$ cat src/rtl/btn_cmd_pkg.sv
// Shared constants and helpers for the button command queue: command codes,
// pending-bit indices (ordered by arbitration priority) and the priority pick.
package btn_cmd_pkg;

  localparam int unsigned CMD_W   = 3;
  localparam int unsigned NUM_SRC = 5;

  typedef logic [CMD_W-1:0]   cmd_t;
  typedef logic [NUM_SRC-1:0] src_vec_t;

  localparam cmd_t CMD_NONE   = 3'd0;
  localparam cmd_t CMD_LEFT   = 3'd1;
  localparam cmd_t CMD_RIGHT  = 3'd2;
  localparam cmd_t CMD_ROTATE = 3'd3;
  localparam cmd_t CMD_DOWN   = 3'd4;
  localparam cmd_t CMD_DROP   = 3'd5;

  // Lower index wins arbitration.
  localparam int unsigned IDX_DROP   = 0;
  localparam int unsigned IDX_ROTATE = 1;
  localparam int unsigned IDX_LEFT   = 2;
  localparam int unsigned IDX_RIGHT  = 3;
  localparam int unsigned IDX_DOWN   = 4;

  // One-hot grant of the highest-priority (lowest-index) request.
  function automatic src_vec_t grant_of(input src_vec_t req);
    src_vec_t g;
    g = '0;
    for (int i = NUM_SRC - 1; i >= 0; i--) begin
      if (req[i]) begin
        g    = '0;
        g[i] = 1'b1;
      end
    end
    return g;
  endfunction

  function automatic cmd_t code_of(input src_vec_t onehot);
    cmd_t c;
    c = CMD_NONE;
    if (onehot[IDX_DOWN])   c = CMD_DOWN;
    if (onehot[IDX_RIGHT])  c = CMD_RIGHT;
    if (onehot[IDX_LEFT])   c = CMD_LEFT;
    if (onehot[IDX_ROTATE]) c = CMD_ROTATE;
    if (onehot[IDX_DROP])   c = CMD_DROP;
    return c;
  endfunction

endpackage

$ cat src/rtl/btn_cmd_fifo.sv
// Synchronous command FIFO with registered head/valid/level/full outputs.
// Simultaneous push and pop is allowed when full.
module btn_cmd_fifo
  import btn_cmd_pkg::*;
#(
  parameter int unsigned DEPTH = 4,
  parameter int unsigned CNT_W = 3
) (
  input  logic             clk,
  input  logic             reset,
  input  logic             flush,
  input  logic             wr_en,
  input  cmd_t             wr_data,
  input  logic             rd_en,
  output cmd_t             head,
  output logic             valid,
  output logic [CNT_W-1:0] level,
  output logic             full
);

  localparam int unsigned PTR_W = (DEPTH > 1) ? $clog2(DEPTH) : 1;

  cmd_t             mem_q [DEPTH];
  logic [PTR_W-1:0] rd_ptr_q, rd_ptr_d;
  logic [PTR_W-1:0] wr_ptr_q, wr_ptr_d;
  logic [CNT_W-1:0] count_q, count_d;
  cmd_t             head_q, head_d;
  logic             valid_q, valid_d;
  logic             full_q, full_d;
  logic             do_rd, do_wr;

  always_comb begin
    do_rd    = rd_en & valid_q;
    do_wr    = wr_en & (~full_q | do_rd) & ~flush;
    rd_ptr_d = rd_ptr_q + PTR_W'(do_rd);
    wr_ptr_d = wr_ptr_q + PTR_W'(do_wr);
    count_d  = count_q + CNT_W'(do_wr) - CNT_W'(do_rd);
    // The new head is the entry being written only when it lands at the new read pointer.
    if (count_d == '0) begin
      head_d = CMD_NONE;
    end else if (do_wr && (wr_ptr_q == rd_ptr_d)) begin
      head_d = wr_data;
    end else begin
      head_d = mem_q[rd_ptr_d];
    end
    valid_d = (count_d != '0);
    full_d  = (count_d == CNT_W'(DEPTH));
    if (flush) begin
      rd_ptr_d = '0;
      wr_ptr_d = '0;
      count_d  = '0;
      head_d   = CMD_NONE;
      valid_d  = 1'b0;
      full_d   = 1'b0;
    end
  end

  always_ff @(posedge clk or posedge reset) begin
    if (reset) begin
      rd_ptr_q <= '0;
      wr_ptr_q <= '0;
      count_q  <= '0;
      head_q   <= CMD_NONE;
      valid_q  <= 1'b0;
      full_q   <= 1'b0;
    end else begin
      rd_ptr_q <= rd_ptr_d;
      wr_ptr_q <= wr_ptr_d;
      count_q  <= count_d;
      head_q   <= head_d;
      valid_q  <= valid_d;
      full_q   <= full_d;
    end
  end

  // Storage needs no reset: an entry is only read after it has been written.
  always_ff @(posedge clk) begin
    if (do_wr) begin
      mem_q[wr_ptr_q] <= wr_data;
    end
  end

  assign head  = head_q;
  assign valid = valid_q;
  assign level = count_q;
  assign full  = full_q;

endmodule

$ cat src/rtl/btn_cmd_queue.sv
// Encodes debounced button pulses into command codes, buffers them and hands
// them to the game FSM over valid/ready; coalesced presses raise a sticky flag.
module btn_cmd_queue
  import btn_cmd_pkg::*;
#(
  parameter int unsigned DEPTH = 4,
  parameter int unsigned CNT_W = 3
) (
  input  logic             clk,
  input  logic             reset,
  input  logic             btn_left,
  input  logic             btn_right,
  input  logic             btn_rotate,
  input  logic             btn_down,
  input  logic             btn_drop,
  input  logic             flush,
  input  logic             clr_overflow,
  input  logic             cmd_ready,
  output logic             cmd_valid,
  output logic [2:0]       cmd_code,
  output logic [CNT_W-1:0] level,
  output logic             overflow
);

  src_vec_t pending_q, pending_d;
  logic     overflow_q, overflow_d;
  src_vec_t btn_vec, grant, lost;
  logic     pop_c, can_push, fifo_full, fifo_valid;
  cmd_t     fifo_head, wr_data;

  always_comb begin
    btn_vec             = '0;
    btn_vec[IDX_DROP]   = btn_drop;
    btn_vec[IDX_ROTATE] = btn_rotate;
    btn_vec[IDX_LEFT]   = btn_left;
    btn_vec[IDX_RIGHT]  = btn_right;
    btn_vec[IDX_DOWN]   = btn_down;

    pop_c    = fifo_valid & cmd_ready;
    can_push = ~fifo_full | pop_c;
    grant    = can_push ? grant_of(pending_q) : '0;
    wr_data  = code_of(grant);

    // A press is lost when its source is still waiting and is not served now.
    lost      = btn_vec & pending_q & ~grant;
    pending_d = flush ? '0 : ((pending_q & ~grant) | btn_vec);

    overflow_d = overflow_q;
    if (clr_overflow) overflow_d = 1'b0;
    if (!flush && (lost != '0)) overflow_d = 1'b1;
  end

  always_ff @(posedge clk or posedge reset) begin
    if (reset) begin
      pending_q  <= '0;
      overflow_q <= 1'b0;
    end else begin
      pending_q  <= pending_d;
      overflow_q <= overflow_d;
    end
  end

  btn_cmd_fifo #(
    .DEPTH (DEPTH),
    .CNT_W (CNT_W)
  ) u_fifo (
    .clk     (clk),
    .reset   (reset),
    .flush   (flush),
    .wr_en   (grant != '0),
    .wr_data (wr_data),
    .rd_en   (cmd_ready),
    .head    (fifo_head),
    .valid   (fifo_valid),
    .level   (level),
    .full    (fifo_full)
  );

  assign cmd_valid = fifo_valid;
  assign cmd_code  = fifo_head;
  assign overflow  = overflow_q;

endmodule

$ cat config.mk
export PLATFORM = sky130hd
export DESIGN_NAME = btn_cmd_queue
export DESIGN_NICKNAME = d
export VERILOG_FILES = /design/src/rtl/btn_cmd_pkg.sv /design/src/rtl/btn_cmd_fifo.sv /design/src/rtl/btn_cmd_queue.sv
export SDC_FILE = /design/constraint.sdc
export NUM_CORES = 1
export LEC_CHECK = 0
export ABC_AREA = 1
export CAP_MARGIN = 5
export CORE_ASPECT_RATIO = 1.75
export CORE_MARGIN = 4
export CORE_UTILIZATION = 55
export CTS_CLUSTER_SIZE = 40
export DETAILED_ROUTE_END_ITERATION = 8
export GPL_ROUTABILITY_DRIVEN = 0
export GPL_TIMING_DRIVEN = 0
export HOLD_SLACK_MARGIN = 0.06
export PLACE_DENSITY = 0.83
export RECOVER_POWER = 50
export SLEW_MARGIN = 10
export SYNTH_ARGS = -nofsm -noshare
export SYNTH_HDL_FRONTEND = slang
export SYNTH_SLANG_ARGS = --single-unit
$ cat constraint.sdc
create_clock -name clk -period 3.5 [get_ports clk]
set_input_delay 0.525 -clock clk [delete_from_list [all_inputs] [get_ports clk]]
set_output_delay 0.525 -clock clk [all_outputs]
set_load 0.005 [all_outputs]
==> out/qor.yml <==
n_fill_cell: 207
grt_usage: 0.191
grt_max_degree: 19
num_io_pins: 18
worst_pin_slew_ns: 0.698
ys.flop_type: "dfrtp_1"
start_util: 0.586
antenna_found_initial: 0
via_per_inst: 5.39
status: "finished clean"
cts_resized: 0
p_total_mw: 1.28
ant_nets: 0
r2r_end: "u_fifo.head[0]"
vias: 1137
grt_pass1_wl_um: 4950
clkSinkCount: 30
maxCapViolCount: 0
first_iter_violations: 34
maxSlewViolCount: 0
hold_depth: 2
ys.warnings.count: 0
remaining_drc_errors: 0
grt_pass1_vias: 1217
async_flop_share: 0.600
io_buffers: 17
clk_pin_slew_ns: 0.06
min_to: "overflow"
cts_htree_levels: 2
utilization: 0.691
place_area_um2: 1700
critPathKind: "input port to flop"
critPathArrivalTime_ns: 3.11
hold_path.startpoint: "overflow"
setup_viol: 0
avgSynthCellArea_um2: 9.35
dieArea_um2: 3650
cts_made_buffers: 5
ys_seq_area_frac: 0.542
fp.dieW_um: 47.4
period_share: 0.829
syn_nets: 175
n_antenna_cell: 0
leakage_nw: 0.824
row_count: 24
post_cts_buffers: 0
area_growth_syn_to_layout_pct: 17.8
worstHoldPathType: "flop to flop"
fin_crit_ns: 2.90
end_kind: "flop"
syn_area_um2: 1500
cts_tree: "yes"
powerDensity_nw_per_um2: 725
finalHoldViolations: 0
crit_path_start_kind: "input port"
holdBufCountCts: 0
overflow: 0
drive_above_1_share: 0.0919
synth_edf_count: 12
rsz0062_at_grt: "no"
ys_types: 28
cts-root-buf: "clkbuf_8"
ys_ff_latch: 30
cp_cell_sequence: "dlygate4sd3_1, nand2_1, nand2_1, nand4_1, nand3_2, nand2_1, inv_1, ha_1, inv_1, fa_1, xor2_1, or2_2, nor2_1"
dpl_worst_slack_ns: 0.569
detail_route.wl_per_cell_um: 13.4
coreArea_um2: 2550
first_pass_iters: 4
wirelength_um: 2820
fin_tns_setup_ns: 0
max_freq_mhz: 345
finClkSkew_ns: 0.00653
fin_area_um2: 1760
crit_fanout: 9
vdd_drop_max_v: 0.000509
r2r_cells: 14
clk_latency_ns: 0.28
cpMaxStageDelayCell: "dlygate4sd3_1"
post-dp-hpwl_um: 2260
worstPathRequired_ns: 3.71
crit_top_cell: "nand2_1"
cpPeakStageDelay_ns: 0.53
timing.rr.start: "u_fifo.valid"
clk_path_buf_depth: 2
fin_ws_ns: 0.600
finalNetCount: 199
r2r_slack_ns: 1.02
slew_headroom: 0.534
postSynthCellCount: 160
die_h_um: 77.0
worst max-delay path by stage:
stage	cells past startpoint	slack, ns	from	endpoint
6_report	13	0.60	cmd_ready	u_fifo.full
5_1_grt	15	0.36	cmd_ready	u_fifo.head[0]
4_1_cts	13	0.86	cmd_ready	u_fifo.full
3_5_place_dp	13	0.57	cmd_ready	u_fifo.full
3_3_place_gp	13	0.62	cmd_ready	u_fifo.full
2_1_floorplan	12	1.26	cmd_ready	u_fifo.full
final cells by class:
class	count	area [um2]	share of cell area
Clock inverter	3	11.3	0.00639
Clock buffer	5	68.8	0.0390
Timing Repair Buffer	17	170	0.0965
Multi-Input combinational cell	106	572	0.324
Tap cell	26	32.5	0.0185
Buffer	2	15.0	0.00852
Inverter	22	82.6	0.0468
Sequential cell	30	811	0.460
routing by layer:
layer	GRT usage	wire length, um
met5	0	0
met4	0.0665	51
met3	0.0585	104
met2	0.348	1690
met1	0.183	973
layout by cell type, fill, tap and decap left out:
cell	count
a21oi_1	5
a21oi_2	1
buf_6	1
clkbuf_1	1
clkbuf_8	5
clkdlybuf4s50_1	15
clkinv_1	3
dfrtp_1	18
dlygate4sd3_1	2
edfxtp_1	12
fa_1	1
ha_1	4
inv_1	22
nand2_1	24
nand2_2	2
nand2_4	1
nand3_1	7
nand3_2	2
nand3b_1	1
nand4_1	2
nor2_1	34
nor2_2	2
nor2_4	1
nor3_1	4
o211ai_1	1
o21a_1	1
o21ai_0	7
o21ai_4	1
or2_2	1
xnor2_1	2
xor2_1	2
power by group:
part / switching, mW / internal (mW) / total [mW]
Clock: 0.119 / 0.132 / 0.251
Sequential: 0.0400 / 0.445 / 0.485
Combinational: 0.310 / 0.232 / 0.542
Total: 0.469 / 0.809 / 1.28
cell usage after synthesis, types with 3 or more instances:
| library cell | instances | area (um2) |
|---|---|---|
| ha_1 | 4 | 50.1 |
| dfrtp_1 | 18 | 450 |
| nor2_1 | 34 | 128 |
| nor3_1 | 4 | 20.0 |
| inv_1 | 22 | 82.6 |
| nand2_2 | 3 | 18.8 |
| o21ai_0 | 7 | 35.0 |
| a21oi_1 | 5 | 25.0 |
| nand2_1 | 22 | 82.6 |
| edfxtp_1 | 12 | 360 |
| nand3_1 | 7 | 35.0 |
registers in the layout, indices dropped and copies added (netlist names), 2 cells and up:
signal           count
pending_q            5
u_fifo.head          3
u_fifo.wr_ptr_q      2
u_fifo.rd_ptr_q      2
u_fifo.mem_q        12
u_fifo.level         3
worst max-delay path, delay by kind of cell:
kind | cells | cell delay [ns]
buf+inv | 3 | 0.69
fa+ha+maj | 2 | 0.52
xor+xnor | 1 | 0.20
simple gates | 7 | 1.17
kinds of logic after synthesis:
kind of cell               count (synthesis)  synth area share
AOI/OAI and AO/OA                         16            0.0669
DFF                                       30             0.542
and+or+nand+nor                           81             0.256
xor gates and xnor gates                   4            0.0234
buffers and inverters                     24            0.0652
adders and majority gates                  5            0.0468
through the flow:
stage          hold WS [ns]  std cells
2_1_floorplan         0.464        160
3_3_place_gp          0.462        203
3_5_place_dp          0.500        203
4_1_cts               0.516        211
5_1_grt               0.549        211
6_report              0.507        211
(Power assumes the default switching activity.)
